[src/rtl/mem_access_ctrl.sv]
// Memory access controller: turns single-cycle read/write requests into
// strobes for a synchronous RAM with configurable read latency.
module mem_access_ctrl #(
  parameter int DATA_W    = 16,
  parameter int ADDR_W    = 12,
  parameter int MEM_DEPTH = 4096,
  parameter int RD_LAT    = 2
) (
  input  logic              clk,
  input  logic              rstn,
  input  logic              rd_req,
  input  logic              wr_req,
  input  logic [ADDR_W-1:0] addr,
  input  logic [DATA_W-1:0] wdata,
  output logic [DATA_W-1:0] rdata,
  output logic              busy,
  output logic              done,
  output logic              addr_err,
  output logic              ram_en,
  output logic              ram_we,
  output logic [ADDR_W-1:0] ram_addr,
  output logic [DATA_W-1:0] ram_wdata,
  input  logic [DATA_W-1:0] ram_rdata
);

  typedef enum logic [1:0] {
    IDLE    = 2'd0,
    RD_WAIT = 2'd1,
    WR      = 2'd2
  } state_e;

  // One extra bit so MEM_DEPTH = 2^ADDR_W is representable.
  localparam logic [ADDR_W:0] DEPTH_C = (ADDR_W + 1)'(MEM_DEPTH);
  localparam logic [2:0]      LAT_C   = 3'(RD_LAT);

  state_e            state_q, state_d;
  logic [2:0]        cnt_q, cnt_d;
  logic              err_pend_q, err_pend_d;
  logic [DATA_W-1:0] rdata_q, rdata_d;
  logic              busy_q, busy_d;
  logic              done_q, done_d;
  logic              addr_err_q, addr_err_d;
  logic              ram_en_q, ram_en_d;
  logic              ram_we_q, ram_we_d;
  logic [ADDR_W-1:0] ram_addr_q, ram_addr_d;
  logic [DATA_W-1:0] ram_wdata_q, ram_wdata_d;

  logic              in_range;
  logic              free;

  assign in_range = ({1'b0, addr} < DEPTH_C);

  always_comb begin
    // NOTE: every variable gets a default before any branch so no latch is inferred.
    state_d     = state_q;
    cnt_d       = cnt_q;
    err_pend_d  = 1'b0;
    rdata_d     = rdata_q;
    done_d      = 1'b0;
    addr_err_d  = 1'b0;
    ram_en_d    = 1'b0;
    ram_we_d    = 1'b0;
    ram_addr_d  = ram_addr_q;
    ram_wdata_d = ram_wdata_q;
    free        = 1'b0;

    // Completion of the access in flight; the completing edge may also accept.
    case (state_q)
      IDLE: begin
        free = 1'b1;
        if (err_pend_q) begin
          done_d     = 1'b1;
          addr_err_d = 1'b1;
          rdata_d    = '0;
        end
      end
      RD_WAIT: begin
        if (cnt_q == LAT_C) begin
          done_d  = 1'b1;
          rdata_d = ram_rdata;
          state_d = IDLE;
          free    = 1'b1;
        end else begin
          cnt_d = cnt_q + 3'd1;
        end
      end
      WR: begin
        done_d  = 1'b1;
        state_d = IDLE;
        free    = 1'b1;
      end
      default: state_d = IDLE;
    endcase

    // Acceptance: write wins a collision; out-of-range never touches the RAM.
    if (free && (rd_req || wr_req)) begin
      if (!in_range) begin
        err_pend_d = 1'b1;
      end else if (wr_req) begin
        state_d     = WR;
        ram_en_d    = 1'b1;
        ram_we_d    = 1'b1;
        ram_addr_d  = addr;
        ram_wdata_d = wdata;
      end else begin
        state_d    = RD_WAIT;
        cnt_d      = 3'd0;
        ram_en_d   = 1'b1;
        ram_addr_d = addr;
      end
    end

    busy_d = (state_d != IDLE) || err_pend_d;
  end

  always_ff @(posedge clk) begin
    // NOTE: non-blocking assignments keep every flop updating from pre-edge values.
    if (!rstn) begin
      state_q     <= IDLE;
      cnt_q       <= 3'd0;
      err_pend_q  <= 1'b0;
      rdata_q     <= '0;
      busy_q      <= 1'b0;
      done_q      <= 1'b0;
      addr_err_q  <= 1'b0;
      ram_en_q    <= 1'b0;
      ram_we_q    <= 1'b0;
      ram_addr_q  <= '0;
      ram_wdata_q <= '0;
    end else begin
      state_q     <= state_d;
      cnt_q       <= cnt_d;
      err_pend_q  <= err_pend_d;
      rdata_q     <= rdata_d;
      busy_q      <= busy_d;
      done_q      <= done_d;
      addr_err_q  <= addr_err_d;
      ram_en_q    <= ram_en_d;
      ram_we_q    <= ram_we_d;
      ram_addr_q  <= ram_addr_d;
      ram_wdata_q <= ram_wdata_d;
    end
  end

  assign rdata     = rdata_q;
  assign busy      = busy_q;
  assign done      = done_q;
  assign addr_err  = addr_err_q;
  assign ram_en    = ram_en_q;
  assign ram_we    = ram_we_q;
  assign ram_addr  = ram_addr_q;
  assign ram_wdata = ram_wdata_q;

endmodule

[config.mk]
export PLATFORM = sky130hd
export DESIGN_NAME = mem_access_ctrl
export DESIGN_NICKNAME = d
export VERILOG_FILES = /design/src/rtl/mem_access_ctrl.sv
export SDC_FILE = /design/constraint.sdc
export NUM_CORES = 1
export LEC_CHECK = 0
export CAP_MARGIN = 25
export CELL_PAD_IN_SITES_DETAIL_PLACEMENT = 1
export CELL_PAD_IN_SITES_GLOBAL_PLACEMENT = 2
export CORE_MARGIN = 2
export CORE_UTILIZATION = 25
export CTS_BUF_LIST = sky130_fd_sc_hd__clkbuf_4
export DETAILED_ROUTE_END_ITERATION = 6
export DONT_BUFFER_PORTS = 1
export GPL_TIMING_DRIVEN = 0
export PLACE_DENSITY_LB_ADDON = 0.1
export SYNTH_ARGS = -nofsm -noshare
export SYNTH_HDL_FRONTEND = slang
export SYNTH_SLANG_ARGS = --single-unit
export TNS_END_PERCENT = 50
[constraint.sdc]
create_clock -name clk -period 1.9 [get_ports clk]
set_input_delay 0.475 -clock clk [delete_from_list [all_inputs] [get_ports clk]]
set_output_delay 0.475 -clock clk [all_outputs]
set_load 0.005 [all_outputs]
==> results of run 1 <==
-- final cells by class --
type                    instances  area, sq um  share of cell area, %
clock inverters                 2         15.0                  0.622
well taps                     108          135                   5.60
plain buffers                  18          128                   5.28
inverters                       6         22.5                  0.933
multi-input cells             169         1010                   41.8
clock buffers                   6         45.0                   1.87
flip-flops and latches         53         1060                   43.9
-- final timing paths --
path | endpoint | slack, ns | startpoint
setup / recovery | cnt_q[1]$_SDFF_PN0_ | 0.16 | state_q[1]$_SDFF_PN0_
hold / removal | ram_addr[0]$_SDFFE_PN0P_ | 0.18 | addr[0]
setup reg to reg | cnt_q[1]$_SDFF_PN0_ | 0.16 | state_q[1]$_SDFF_PN0_
hold reg to reg | ram_addr[4]$_SDFFE_PN0P_ | 0.48 | ram_addr[4]$_SDFFE_PN0P_
-- worst register-to-register path: stages (launching register included) --
cell and delay (ns):
dfxtp_1 0.38, inv_1 0.14, ha_4 0.20, nand3b_2 0.12, buf_6 0.17, a211o_1 0.35
o21ai_2 0.19, a211oi_1 0.08
-- power breakdown --
| part | internal (mW) | switching, mW | total, mW | leakage, nW |
|---|---|---|---|---|
| Sequential | 1.20 | 0.0655 | 1.26 | 0.433 |
| Combinational | 0.140 | 0.236 | 0.376 | 0.393 |
| Clock | 0.160 | 0.391 | 0.551 | 0.0279 |
| Total | 1.50 | 0.693 | 2.19 | 0.855 |
-- stage by stage --
step	setup TNS, ns	setup WS [ns]	power (mW)
after global placement	0	0.00327	1.66
after CTS	0	0.0615	2.23
after global routing	-0.0110	-0.00621	2.33
after floorplan	0	0.278	1.56
after detailed placement	-0.00478	-0.00478	1.67
final	0	0.158	2.19
-- repair_timing --
item	4_1_cts	5_1_grt
gates resized for setup	2	4
endpoints found under the setup margin	3	38
cloned	0	0
-- per-layer routing --
metal / part of all wire [%] / routed length, um
met3: 9.1 / 528
met4: 1.3 / 78
met2: 44 / 2540
met5: 0 / 0
met1: 46 / 2660
-- flip-flops by register name, summed over array words and instances, names as in the netlist --
register / cells
ram_wdata: 16
ram_addr: 12
state_q: 2
cnt_q: 3
ram_en: 1
ram_we: 1
busy: 1
rdata: 16
done: 1
-- cell usage in the layout, fill, tap and decap left out, types with 2 or more instances in the layout --
master / synthesis / final
a21oi_1: 17 / 17
buf_2: 2 / 2
buf_4: 3 / 3
buf_6: 6 / 6
clkbuf_1: 7 / 6
clkbuf_4: 0 / 6
clkinvlp_4: 0 / 2
dfxtp_1: 53 / 53
ha_1: 6 / 5
inv_1: 6 / 6
nand2_1: 64 / 64
nand2b_1: 2 / 2
nand3_1: 21 / 21
nand3_2: 7 / 7
nor2_1: 6 / 5
nor2_2: 2 / 2
o21ai_0: 6 / 6
o21ai_1: 2 / 2
o21ai_2: 21 / 21
-- kinds of logic (layout without fill, tap and decap cells) --
kind of cell,count (synthesis),count (layout)
simple gates,105,105
compound gates,56,56
flops,53,53
buf+inv,24,32
fa+ha+maj,6,6
other cells,1,1
xor+xnor,1,1
==> results.py, run 1 <==
metrics = {
    "synth": {
        "synth.cells.most_frequent": "64 x nand2_1, 53 x dfxtp_1, 21 x nand3_1, 21 x o21ai_2, 17 x a21oi_1",
        "yosysTopAreaCell": "dfxtp_1",
        "yosys_warnings": 0,
        "avgSynthCellArea_sq_um": 8.94,
        "synth_nets": 300,
        "synth_xor_area_share_pct": 0.398,
        "synthTopCellsByArea": "dfxtp_1 48%, nand2_1 11%, o21ai_2 8.4%",
        "synthCells": 246,
        "synth-edff-count": 0,
        "synth_seq_area_share_pct": 48.3,
        "yosysMostFrequentCell": "nand2_1",
        "async_flop_share_pct": 0,
        "netlist_area_sq_um": 2200,
        "synth_top_family_by_area": "simple AND/OR/NAND/NOR gates",
        "synthSimpleGateAreaFrac_pct": 22.1,
        "ys_seq_elements": 53,
        "yosysUniqueCellTypes": 32,
        "synth_compound_area_share_pct": 18.9,
        "muxShareOfSynthArea_pct": 0,
        "synth_flop_cell": "dfxtp_1",
        "synth.top_cell.area_share_pct": 48.3,
        "yosys.area_share.adder_pct": 3.41,
    },
    "cells_and_area": {
        "drive_gt1_share_pct": 22.4,
        "final-instance-count-excl-fill": 362,
        "fillers": 1020,
        "nets": 307,
        "fin_util_pct": 28.0,
        "areaGrowthSynthToFinish_pct": 9.85,
        "fin_area_sq_um": 2410,
        "diodes": 0,
    },
    "die": {
        "die-area_sq_um": 9560,
        "initial_core_util_pct": 25.5,
        "chipWidth_um": 97.8,
        "ios": 97,
        "die_y_um": 97.8,
        "core_sq_um": 8640,
        "num_rows": 34,
    },
    "grt": {
        "grt_max_degree": 17,
        "antenna_found_initial": 0,
        "grt_pass1_wl_um": 9810,
        "use_met3_pct": 5.23,
        "use_met2_pct": 20.1,
        "met1_usage_pct": 16.1,
        "grt_overflow_total": 0,
        "grt_pass1_vias": 1848,
        "busiest_layer": "met2",
        "track_usage_pct": 12.8,
    },
    "clock_tree": {
        "cts_tree": "built",
        "cts_buffer_depth": 2,
        "htree_levels": 2,
        "clk_latency_ns": 0.39,
        "cts_setup_buffers": 0,
        "numCtsBuffers": 5,
        "cts_sinks": 53,
        "cts_root_buffer": "clkbuf_4",
        "clkTransAtPathRegs_ns": 0.18,
        "postCtsHoldBufs": 0,
    },
    "placement": {
        "gp_congestion": 0.672,
        "post_dp_cell_area_sq_um": 2330,
        "numPortBuffers": 0,
        "dp.cells": 354,
        "dp.final_hpwl_um": 4250,
    },
    "timing": {
        "slew_viol_final": 0,
        "rsz0062_at_grt": "true",
        "worst_pin_slew_ns": 0.535,
        "fin_crit_ns": 1.74,
        "hold_ws_ns": 0.179,
        "hold_viol": 0,
        "fin_crit_sh_pct": 91.7,
        "slew_headroom_pct": 64.3,
        "skew_ns": 0.0237,
        "setup_viol": 0,
        "fmax_mhz": 574,
    },
    "worst_setup_path": {
        "worst-setup-path-type": "reg -> reg",
        "cp_max_fo": 10,
        "critPathLaunchType": "flop",
        "path_buf_inv": 2,
        "cp_slowest_cell": "dfxtp_1",
        "endpoint_kind": "flop",
        "cp.required_ns": 2.17,
        "cp.arrival_ns": 2.02,
        "cpPeakStageDelay_ns": 0.38,
        "critPathTopFamily": "compound AO/OA/AOI/OAI gates",
        "cp.depth": 7,
        "rr_worst_depth": 7,
        "timing.critical_path.cells": "inv_1 -> ha_4 -> nand3b_2 -> buf_6 -> a211o_1 -> o21ai_2 -> a211oi_1",
    },
    "detailed_routing": {
        "wl_per_cell_um": 16.0,
        "drt_iter0_markers": 15,
        "viasPerCell": 4.70,
        "ant_nets": 0,
        "firstDrtPassIters": 4,
        "wl_um": 5800,
        "drc": 0,
        "vias": 1701,
    },
    "job": {
        "cap_violations": 0,
    },
    "power": {
        "p_leak_nw": 0.855,
        "power_density_nw_per_um2": 906,
        "vdd_drop_max_mv": 0.246,
    },
    "hold_path": {
        "hold_depth": 2,
        "min_path_type": "in -> reg",
    },
    "outcome": {
        "status": "finished, final reports clean",
    },
}
Power figures use the tool's default switching activity.
==> run 2: changes to the inputs <==
--- a/config.mk
+++ b/config.mk
@@ -9,7 +9,7 @@
 export CELL_PAD_IN_SITES_DETAIL_PLACEMENT = 1
 export CELL_PAD_IN_SITES_GLOBAL_PLACEMENT = 2
 export CORE_MARGIN = 2
-export CORE_UTILIZATION = 25
+export CORE_UTILIZATION = 36
 export CTS_BUF_LIST = sky130_fd_sc_hd__clkbuf_4
 export DETAILED_ROUTE_END_ITERATION = 6
 export DONT_BUFFER_PORTS = 1
==> run 2 against run 1 <==
  * Clock power increased by 15%
  * Wire length shrank 12%
  * Fmax barely moved
  * Register-to-register slack is essentially flat
  * Core utilization grew 13 points
  * Sequential power barely moved
  * Via count shrank 0.41%
  * Total power is 3.5% higher
  * Combinational power is 1% lower
  * Worst hold slack gained 0.034 ns
  * Die area down 29%
  * Critical path type unchanged
  * Largest cell class unchanged
  * Largest power group unchanged
==> results.py, run 2 (synthesized netlist as in run 1, its figures left out) <==
metrics = {
    "power": {
        "vdd_drop_max_mv": 0.313,
        "p_leak_nw": 0.870,
        "power_density_nw_per_um2": 944,
    },
    "clock_tree": {
        "cts_tree": "built",
        "cts_buffer_depth": 2,
        "clkTransAtPathRegs_ns": 0.15,
        "htree_levels": 2,
        "cts_root_buffer": "clkbuf_4",
        "cts_sinks": 53,
        "numCtsBuffers": 5,
        "postCtsHoldBufs": 0,
        "clk_latency_ns": 0.36,
    },
    "worst_setup_path": {
        "worst-setup-path-type": "reg -> reg",
        "path_buf_inv": 2,
        "timing.critical_path.cells": "inv_1 -> ha_4 -> nand3b_2 -> buf_6 -> a211o_1 -> o21ai_2 -> a211oi_1",
        "critPathTopFamily": "compound AO/OA/AOI/OAI gates",
        "cp_slowest_cell": "dfxtp_1",
        "cp.required_ns": 2.16,
        "cp.arrival_ns": 2.00,
        "cp_max_fo": 10,
        "cpPeakStageDelay_ns": 0.37,
        "endpoint_kind": "flop",
        "critPathLaunchType": "flop",
    },
    "timing": {
        "setup_viol": 0,
        "fmax_mhz": 575,
        "rsz0062_at_grt": "false",
        "setup-tns-final_ns": 0,
        "skew_ns": 0.00905,
        "hold_ws_ns": 0.213,
        "fin_crit_ns": 1.74,
        "hold_viol": 0,
        "slew_headroom_pct": 64.9,
        "slew_viol_final": 0,
        "fin_crit_sh_pct": 91.6,
        "worst_pin_slew_ns": 0.526,
        "setup_ws_ns": 0.160,
    },
    "job": {
        "cap_violations": 0,
    },
    "die": {
        "num_rows": 28,
        "core_sq_um": 5920,
        "die_y_um": 82.1,
        "initial_core_util_pct": 37.1,
        "ios": 97,
        "die-area_sq_um": 6750,
        "chipWidth_um": 82.1,
    },
    "detailed_routing": {
        "m1WireLength_um": 2110,
        "route.met2.wl_um": 2440,
        "viasPerCell": 5.15,
        "wl_per_cell_um": 15.6,
        "wl_um": 5130,
        "drc": 0,
        "vias": 1694,
        "ant_nets": 0,
        "drt_iter0_markers": 24,
        "firstDrtPassIters": 4,
        "wl_met3_um": 517,
        "top_layer": "met4",
    },
    "cells_and_area": {
        "drive_gt1_share_pct": 22.4,
        "final_common_cell": "nand2_1",
        "layout_common_cells": "64 x nand2_1, 53 x dfxtp_1, 21 x o21ai_2, 21 x nand3_1, 17 x a21oi_1",
        "fin_util_pct": 40.5,
        "diodes": 0,
        "areaGrowthSynthToFinish_pct": 9.11,
        "nets": 307,
    },
    "grt": {
        "track_usage_pct": 15.4,
        "grt_max_degree": 16,
        "antenna_found_initial": 0,
        "grt_pass1_vias": 1687,
        "grt_overflow_total": 0,
        "grt_pass1_wl_um": 7900,
    },
    "outcome": {
        "status": "finished, final reports clean",
    },
    "placement": {
        "gp_congestion": 0.678,
        "numPortBuffers": 0,
        "dp_slack_ns": 0.0349,
        "dp.final_hpwl_um": 3800,
    },
    "hold_path": {
        "min_path_type": "in -> reg",
    },
}
-- run 2: cell count changes in the layout (fill, tap and decap cells not counted), sizes merged --
cell and delta:
clkinvlp -2, bufinv +1, clkinv +1
-- run 2: final timing paths --
path | start | end | slack (ns) | cells past startpoint
worst min-delay path | wdata[13] | ram_wdata[13]$_SDFFE_PN0P_ | 0.21 | 2
worst max register to register | state_q[1]$_SDFF_PN0_ | cnt_q[1]$_SDFF_PN0_ | 0.16 | 7
worst max-delay path | state_q[1]$_SDFF_PN0_ | cnt_q[1]$_SDFF_PN0_ | 0.16 | 7
worst min register to register | ram_addr[4]$_SDFFE_PN0P_ | ram_addr[4]$_SDFFE_PN0P_ | 0.48 | 2
-- run 2: per-stage QoR --
stage	cells	power, mW	cell area, sq um
3_3_place_gp	321	1.65	2290
6_report	329	2.26	2400
3_5_place_dp	321	1.65	2290
2_1_floorplan	246	1.56	2200
5_1_grt	329	2.41	2400
4_1_cts	329	2.31	2370
-- run 2: cell type report --
class | count | area (sq um)
sequential | 53 | 1060
multi-input combinational | 169 | 1010
buffer | 18 | 128
inverter | 6 | 22.5
tap | 75 | 93.8
clock buffer | 6 | 45.0
clock inverter | 2 | 33.8
fill | 710 | 3520
-- run 2: repair_timing --
action / 4_1_cts / 5_1_grt
buffers inserted: 0 / 0
gates resized for setup: 0 / 7
hold endpoints to repair: 0 / 0
setup endpoints to repair: 0 / 44
-- run 2: per-layer routing --
metal | global-route usage (%) | vias up
li1 | - | 829
met1 | 18.2 | 800
met2 | 25.6 | 60
met3 | 5.76 | 5
met4 | 5.50 | 0
met5 | 0 | -
-- run 2: where the power goes --
| group | leakage, nW | switching (mW) | internal (mW) | total, mW |
|---|---|---|---|---|
| clock network | 0.0433 | 0.344 | 0.289 | 0.633 |
| logic | 0.394 | 0.231 | 0.141 | 0.372 |
| registers | 0.433 | 0.0640 | 1.20 | 1.26 |
